**config.mk**
```make
export PLATFORM = sky130hd
export DESIGN_NAME = shift_add_ctrl
export DESIGN_NICKNAME = d
export VERILOG_FILES = /design/src/rtl/shift_add_ctrl.sv
export SDC_FILE = /design/constraint.sdc
export NUM_CORES = 1
export LEC_CHECK = 0
export CAP_MARGIN = 40
export CELL_PAD_IN_SITES_DETAIL_PLACEMENT = 1
export CELL_PAD_IN_SITES_GLOBAL_PLACEMENT = 2
export CORE_MARGIN = 2
export CORE_UTILIZATION = 25
export CTS_CLUSTER_SIZE = 30
export DETAILED_ROUTE_END_ITERATION = 12
export GPL_ROUTABILITY_DRIVEN = 1
export GPL_TIMING_DRIVEN = 0
export PLACE_DENSITY = 0.81
export SLEW_MARGIN = 20
export SYNTH_ARGS = -nofsm -noshare
export SYNTH_HDL_FRONTEND = slang
export SYNTH_SLANG_ARGS = --single-unit
export TNS_END_PERCENT = 100
```
**constraint.sdc**
```tcl
create_clock -name Clk -period 1.5 [get_ports Clk]
set_clock_uncertainty 0.2 [all_clocks]
set_input_delay 0.3 -clock Clk [delete_from_list [all_inputs] [get_ports Clk]]
set_output_delay 0.3 -clock Clk [all_outputs]
set_load 0.05 [all_outputs]
```
**src/rtl/shift_add_ctrl.sv**
```systemverilog
// Sequencer for the shift-add multiplier: drives the Load/Ad/Sh strobes of the accumulator from its LSB (M).
// Optional macro SHADD_ACK_EN holds DONE until Ack is sampled; when it is undefined, Done is a one-cycle pulse.
module shift_add_ctrl #(
  parameter int N = 4
) (
  input  logic Clk,
  input  logic Rst_n,
  input  logic St,
  input  logic M,
  input  logic Ack,
  output logic Load,
  output logic Ad,
  output logic Sh,
  output logic Done,
  output logic Busy
);

  localparam int CW = $clog2(N);

  localparam logic [2:0] S_IDLE  = 3'd0;
  localparam logic [2:0] S_LOAD  = 3'd1;
  localparam logic [2:0] S_TEST  = 3'd2;
  localparam logic [2:0] S_SHIFT = 3'd3;
  localparam logic [2:0] S_DONE  = 3'd4;

  localparam logic [CW-1:0] CNT_LAST = CW'(N - 1);

  logic [2:0]    state_q, state_d;
  logic [CW-1:0] cnt_q, cnt_d;
  logic          cnt_last;

  assign cnt_last = (cnt_q == CNT_LAST);

`ifndef SHADD_ACK_EN
  logic unused_ack;
  assign unused_ack = Ack;
`endif

  // The final shift leaves cnt at N-1 instead of stepping past it.
  always_comb begin
    state_d = state_q;
    cnt_d   = cnt_q;
    Load    = 1'b0;
    Ad      = 1'b0;
    Sh      = 1'b0;
    Done    = 1'b0;
    case (state_q)
      S_IDLE: begin
        if (St) state_d = S_LOAD;
      end
      S_LOAD: begin
        Load    = 1'b1;
        cnt_d   = '0;
        state_d = S_TEST;
      end
      S_TEST: begin
        if (M) begin
          Ad      = 1'b1;
          state_d = S_SHIFT;
        end else begin
          Sh = 1'b1;
          if (cnt_last) state_d = S_DONE;
          else          cnt_d   = cnt_q + 1'b1;
        end
      end
      S_SHIFT: begin
        Sh = 1'b1;
        if (cnt_last) begin
          state_d = S_DONE;
        end else begin
          cnt_d   = cnt_q + 1'b1;
          state_d = S_TEST;
        end
      end
      S_DONE: begin
        Done = 1'b1;
`ifdef SHADD_ACK_EN
        if (Ack) state_d = S_IDLE;
`else
        state_d = S_IDLE;
`endif
      end
      default: state_d = S_IDLE;
    endcase
  end

  assign Busy = (state_q != S_IDLE);

  always_ff @(posedge Clk or negedge Rst_n) begin
    if (!Rst_n) begin
      state_q <= S_IDLE;
      cnt_q   <= '0;
    end else begin
      state_q <= state_d;
      cnt_q   <= cnt_d;
    end
  end

endmodule
```
Yosys cells after proc, flatten, opt, wreduce, memory -nomap -nowiden
Cells that the tools add are included.

storage, ports and cells
  register bits = 5
  word-level logic and storage cells = 30

cells by class
  $add $sub $neg = 1
  equal/unequal tests = 8
  mux-type cells = 14
  reduce and logical (&&, ||, !) cells = 5

operator list
  kind                                                 count
  2-to-1 mux 3 bit                                     4
  case mux 3 bit (4 select lines)                      1
  equality test 3 x 2 -> 1 bit, second input constant  2
  case mux 2 bit (3 select lines)                      1
  nonzero test 3 bit                                   2
  2-to-1 mux 1 bit                                     5
  2-to-1 mux 2 bit                                     2
  inequality test 2 bit, second input constant         2
  AND reduction 2 bit                                  2
  equality test 3 x 1 -> 1 bit, second input constant  1
  equality test 3 bit, second input constant           1
  logical NOT 3 bit                                    1
  inequality test 3 bit, second input constant         1
  adder 2 x 1 -> 2 bit, second input constant          1
  equality test 2 bit, second input constant           1
  case mux 1 bit (2 select lines)                      1

Logic depth before layout (Yosys ltp)
Gate-level depths: netlist of the first run.

  depth after elaboration = 4
  gate-level depth with buffers = 4
  depth with buffers taken out = 4

Least setup slack after synthesis of the first run
Ideal clock, no wire load.

  kind = flip-flop to output port
  start point = register state_q[1]
  end point = output Done
  arrival = 1651 ps
  setup slack = -651 ps
  cell stages (with the launch flop) = 3
  buffers on the path = 1
  cells stage by stage = dfrtp_1 buf_6 nor3b_1

between the ends
  word-level cells in the longest chain between the ends = 2

RTL lines
  element                   RTL line  text
  start: declaration        28        logic [2:0] state_q, state_d;
  start signal: assignment  94        state_q <= state_d;
  equality test 3 bit       47        case (state_q)
  2-to-1 mux 1 bit          47
  end: declaration          14        output logic Done,

No other way between the ends.

Worst setup path after layout of the first run
  start point = register state_q[1]
  end point = output Busy

between the ends
  word-level cells in the longest chain between the ends = 1

RTL lines
  element             RTL line  text
  nonzero test 3 bit  87        assign Busy = (state_q != S_IDLE);
  end: declaration    15        output logic Busy

No other way between the ends.

==> results of run 1 <==
==> worst register-to-register path, delay by kind of cell (launching register included) <==
family	cells	cell delay, ps
adders and majority gates	1	320
AOI/OAI and AO/OA	2	190
DFF	1	400
and+or+nand+nor	1	260
==> worst paths after layout <==
check                           startpoint          to  cells past startpoint
worst max-delay path            state_q[1]        Busy                      3
worst min-delay path                 Rst_n  state_q[2]                      1
worst max register to register    cnt_q[1]    cnt_q[1]                      4
worst min register to register    cnt_q[1]    cnt_q[1]                      2
max in group asynchronous            Rst_n  state_q[0]                      1
min in group Clk                         M  state_q[0]                      3
==> state kept, by name, indices dropped and copies added (netlist names) <==
register,flops
state_q,3
cnt_q,2
==> cell families after synthesis <==
group,count (synthesis)
AND/OR/NAND/NOR,15
adder cells (fa/ha/maj),1
buffers and inverters,5
flip-flops,5
AO/OA/AOI/OAI,8
==> final cells by class <==
cell class	count	area, µm²
multi-input combinational	24	217.7
sequential	5	126.4
fill	145	680.7
timing repair buffer	16	165.2
clock buffer	4	26.28
tap	15	18.77
inverter	3	11.26
buffer	2	22.52
==> synthesized netlist by cell type (2+ instances only) <==
cell	n
o21ai_0	3
nand3_1	2
buf_6	2
dfrtp_1	5
inv_1	3
o211ai_1	2
nand2b_1	2
==> stage by stage <==
step	setup WS, ps	utilization (%)	cell area [µm²]	total power [µW]	TNS [ps]
after floorplan	-158.4	-	357.8	748.8	-409.8
after global placement	-947.5	36.00	456.7	900.2	-3536
after detailed placement	-979.1	36.00	456.7	924.1	-3960
after CTS	-269.9	44.38	563.0	1247	-1033
after global routing	-289.5	46.35	588.1	1369	-1228
final	-261.4	46.35	588.1	1285	-1014
==> power breakdown <==
| group | internal, µW | switching [µW] |
|---|---|---|
| sequential | 193 | 58.5 |
| combinational | 441 | 437 |
| clock | 101 | 54.5 |
==> metal layers <==
metal	global-route usage, %	wire length [µm]	vias to the layer above
met3	3.333	28	0
met2	24.21	549	8
li1	-	-	159
met4	7.500	0	0
met5	0	0	-
met1	14.14	320	161
==> timing repair <==
action / in CTS / in global routing
setup buffers: 6 / 2
setup endpoints to repair: 7 / 6
pin swaps: 2 / 0
gates resized for setup: 41 / 3
==> results.md, run 1 <==
* Outcome: finished with violations
* Failing checks: setup timing
* Antenna viol nets, final at 0
* Cell variety after synth at 22
* Share of layout cells above drive strength 1 at 55.56%
* Crit path DAT at 1260 ps
* DR vias/cell at 4.754
* Syn Std Cell Area at between 300 and 400 µm²
* Vias after detailed routing at ~330
* Vias in the first global route at around 340
* Initial DRT Pass Iterations at 2
* Initial core utilization at 26.23%
* Post-synthesis compound-gate area fraction at 15.79%
* CP max-delay cell: dfrtp_1
* TritonCTS clock tree: yes
* P&R area growth vs syn at 76.69%
* Crit path kind: reg -> out
* Min Tclk post-route at around 1800 ps
* H-tree lvl count at 1
* Placed Cells at 57
* Leak at between 0.0002 and 0.0003 µW
* Maxcap violations at 0
* Hold_ws at a little under 100 ps
* Initial DRC count at 2
* Hold buffer count at cts at 0
* Core area at 1269 µm²
* Crit path max fanout at 6
* Root Buffer: clkbuf_4
* Synthesis-stage register bit count at 5
* Worst-Margin Slew at approximately 260 ps
* WL per Instance at around 13 µm
* Antenna Cells at 0
* Final slew viol count at 0
* WL final at between 800 and 900 µm
* Yosys top cell by area: dfrtp_1
* Critical path's top delay family: flip-flops
* Final Hold Fails at 0
* Required time of the critical path at 1000 ps
* Max_slew headroom at 82.64%
* Post-Synth Adder-Cell Area at about 3.8%
* DRC viols at 0
* PD cells at 2185 nW/µm²
* Top FF cell, synth: dfrtp_1
* Crit end category: output pin
* Area contributors post-synth: dfrtp_1, buf_6, o21ai_0, nor4b_2, o211ai_1
* Fraction of registers with async set/reset at 100.0%
* Die height at a little over 40 µm
* Port Buffers at 8
* Mapped Avg Cell Area at about 10 µm²
* Synth warnings at 0
* RSZ-0062 raised after global routing: yes
* Multiplexer share of the synthesized area at 0%
* Worst setup SP type: register
* FP Rows at 13
* IO Count at 10
* Max incr delay on CP at 390 ps
* Fin worst setup slack at -261.4 ps
* Clk_lat worst skew at 240 ps
* FF-to-FF setup slack at 50 ps
* Most frequent cells in the layout: buf_6, buf_4, dfrtp_1
* Die ar. at approximately 1600 µm²
* Final cell count without fillers at between 60 and 70
* GRT Total Usage at between 10% and 20%
* Hold Path Class: in -> async
* Final clock period utilization by the worst path at 117.4%
* Synth Area in Simple Gates at 32.71%
* Commonest non-fill, non-tap cell in the layout: buf_6
* Endpoints failing setup at 5
* HPWL after DPL at 603.6 µm
* Initial antenna violation count at 0
* DIE WIDTH at ~40 µm
* First-pass GRT wire length at between 1 and 1.5 mm
* Worst-path cell chain: buf_6 -> or3_4 -> buf_8
* Nets at between 60 and 70
* CTS Buf Count at 3
* Pin count of the biggest net entering global routing at 7
* Worst Path Buf+Inv at 2
* Syn Nets at 40
* Yosys top cell area share at 37.59%
* Worst VDD drop at about 1.0 mV
* Placer congestion estimate at between 0.7 and 0.8
* Sequential fraction of the synthesis area at around 38%
* Reg clk slew, reported paths at 40 ps
* Post-synthesis xor/xnor area fraction at 0%
* Fmax at between 0.5 and 0.6 GHz
* Main combinational cell family by area after synthesis: simple AND/OR/NAND/NOR gates
* EDFF count, synth at 0
* CTS Sinks at 5
* Grt ovf at 0
* Max Buffers Root-to-Sink at 2
* Cells after Synth at 34
No activity file was read; power rests on OpenSTA's default activity.
==> run 2: changes to the inputs <==
--- a/config.mk
+++ b/config.mk
@@ -8,13 +8,15 @@
 export CAP_MARGIN = 40
 export CELL_PAD_IN_SITES_DETAIL_PLACEMENT = 1
 export CELL_PAD_IN_SITES_GLOBAL_PLACEMENT = 2
-export CORE_MARGIN = 2
-export CORE_UTILIZATION = 25
+export CORE_AREA = 2 2 39 41
+export CTS_BUF_LIST = sky130_fd_sc_hd__clkbuf_2
 export CTS_CLUSTER_SIZE = 30
 export DETAILED_ROUTE_END_ITERATION = 12
+export DIE_AREA = 0 0 41 43
+export DONT_BUFFER_PORTS = 1
 export GPL_ROUTABILITY_DRIVEN = 1
 export GPL_TIMING_DRIVEN = 0
-export PLACE_DENSITY = 0.81
+export PLACE_DENSITY = 0.65
 export SLEW_MARGIN = 20
 export SYNTH_ARGS = -nofsm -noshare
 export SYNTH_HDL_FRONTEND = slang
==> results.md, run 2 (synthesized netlist as in run 1, its figures left out) <==
* Hold Path Class: in -> reg
* Failing checks: setup timing
* Top routing layer in use: met4
* Root Buffer: clkbuf_2
* FP Rows at 14 (+1)
* Die height at 43 µm (+6.2%)
* Worst-Margin Slew at 608.7 ps (+349.1 ps)
* Worst VDD drop at 0.9059 mV (-13%)
* Grt ovf at 0 (unchanged)
* Final instance area at 484.2 µm² (-18%)
* Crit path DAT at 1350 ps (+90 ps)
* TritonCTS clock tree: yes
* RSZ-0062 raised after global routing: yes
* CP max-delay cell: nor3b_4
* Max_slew headroom at 59.38% (-23 points)
* DRC viols at 0 (unchanged)
* Fillers at 155 (+6.9%)
* H-tree lvl count at 1 (unchanged)
* Leak at 0.0002026 µW (-19%)
* Max Buffers Root-to-Sink at 2 (unchanged)
* Crit end category: output pin
* Antenna viol nets, final at 0 (unchanged)
* Reg with most FFs: state_q
* Final cell count without fillers at 61 (-12%)
* First-pass GRT wire length at 1.393 mm (-1.0%)
* Final core utilization at 34.99% (-11 points)
* Share of layout cells above drive strength 1 at 51.11% (-4.4 points)
* P&R area growth vs syn at 45.49%
* Endpoints failing setup at 6 (+1)
* Commonest non-fill, non-tap cell in the layout: buf_4
* Outcome: finished with violations
* Vias after detailed routing at 299 (-8.8%)
* WL per Instance at 14.51 µm (+11%)
* Required time of the critical path at 1000 ps (about the same)
* Placed Instance Area at 377.9 µm² (-17%)
* DR vias/cell at 4.902 (+3.1%)
* HPWL after DPL at 560.1 µm (-7.2%)
* Vias in the first global route at 298 (-12%)
* Port Buffers at 0 (-8)
* Fmax at 0.5414 GHz (-4.6%)
* Initial DRT Pass Iterations at 4 (+2)
* Reg clk slew, reported paths at 70 ps (+30 ps)
* CTS Buf Count at 3 (unchanged)
* PD cells at 2347 nW/µm² (+7.4%)
* Antenna Cells at 0 (unchanged)
* Final slew viol count at 0 (unchanged)
* DIE WIDTH at 41 µm (+1.3%)
* Most frequent cells in the layout: buf_4, clkbuf_2, dfrtp_1
* Max incr delay on CP at 530 ps (+140 ps)
* Initial DRC count at 2 (unchanged)
* Nets at 52 (-15%)
* Maxcap violations at 0 (unchanged)
* Placed Cells at 50 (-12%)
* Initial antenna violation count at 0 (unchanged)
* Final clock period utilization by the worst path at 123.1% (+5.7 points)
* Crit path max fanout at 8 (+2)
* Final Hold Fails at 0 (unchanged)
* GRT Total Usage at 13.14% (-0.38 points)
* Placer congestion estimate at 0.7471 (+0.71%)
* Max reg flops at 3 (unchanged)
* WL final at 885 µm (-1.4%)
* Metal-1 WL at 319 µm (-0.31%)
* Top flop regs: state_q: 3 flops, cnt_q: 2 flops
* Core area at 1384 µm² (+9.1%)
* Worst-path cell chain: nor2b_4 -> nor3b_4
* Worst setup SP type: register
* Fin worst setup slack at -346.9 ps (-85.51 ps)
* CTS Sinks at 5 (unchanged)
* Pin count of the biggest net entering global routing at 11 (+4)
* DR WL met3 at 38 µm (+36%)
* Die ar. at 1763 µm² (+7.6%)
* Initial core utilization at 24.05% (-2.2 points)
* Clk_lat worst skew at 240 ps (about the same)
* Critical path's top delay family: simple AND/OR/NAND/NOR gates
* Crit path kind: reg -> out
* Metal2 WL at 500 µm (-8.9%)
* Worst Path Buf+Inv at 0 (-2)
* IO Count at 10 (unchanged)
* Min Tclk post-route at 1847 ps (+85.51 ps)
[run 2: cell types whose count changed in the layout (fill, tap and decap cells not counted), sizes merged]
cell | previous run | this run
clkdlybuf4s50 | 2 | 0
dlygate4sd2 | 1 | 0
buf | 15 | 8
dlygate4sd3 | 0 | 1
[run 2: path summary, 6_finish.rpt]
| check | endpoint | slack, ps | startpoint | depth (start not counted) |
|---|---|---|---|---|
| worst max-delay path | Sh | -350 | state_q[0] | 2 |
| worst min-delay path | state_q[0] | 6 | St | 2 |
| worst max register to register | state_q[2] | -100 | state_q[0] | 3 |
| worst min register to register | state_q[0] | 390 | state_q[2] | 2 |
| max in group asynchronous | state_q[0] | 740 | Rst_n | 1 |
| min in group asynchronous | cnt_q[1] | 150 | Rst_n | 1 |
[run 2: final cells by class]
cell class / count / area [µm²] / area share, %
well taps: 16 / 20.02 / 4.134
multi-input cells: 24 / 229.0 / 47.29
repair buffers: 7 / 55.05 / 11.37
plain buffers: 2 / 22.52 / 4.651
flip-flops and latches: 5 / 126.4 / 26.10
inverters: 3 / 11.26 / 2.326
clock buffers: 4 / 20.02 / 4.134
[run 2: repair_timing]
item                       4_1_cts  5_1_grt
hold buffers                     1        0
resized for setup                4        3
setup buffers                    3        3
setup endpoints to repair        6        9
gates cloned                     0        0
pin swaps                        3        3
hold endpoints to repair         5        0
[run 2: power by group]
part	leakage (µW)	switching [µW]	internal, µW	total (µW)
sequential	0.0000618	78.9	192	271
combinational	0.000124	407	322	729
clock	0.0000166	65.7	70.6	136
[run 2: per-layer routing]
metal | up-vias | global-route usage (%)
met5 | - | 0
met4 | 0 | 14.00
met3 | 3 | 5.236
met2 | 11 | 19.06
met1 | 142 | 12.50
li1 | 143 | -
[run 2: stage by stage]
step	power [µW]	setup WS (ps)	hold slack (ps)	setup TNS, ps
final	1136	-346.9	5.605	-1571
after global routing	1208	-392.1	21.00	-1860
after CTS	1068	-338.6	6.811	-1531
after detailed placement	822.9	-245.1	-195.5	-712.5
after global placement	804.1	-214.2	-195.5	-623.3
after floorplan	748.8	-158.4	-195.6	-409.8
[run 2: worst reg2reg max path, stage by stage, from the launching register on]
cell and delay [ps]:
dfrtp_2 500, nor2b_4 80, nor3b_4 530, and2_1 220
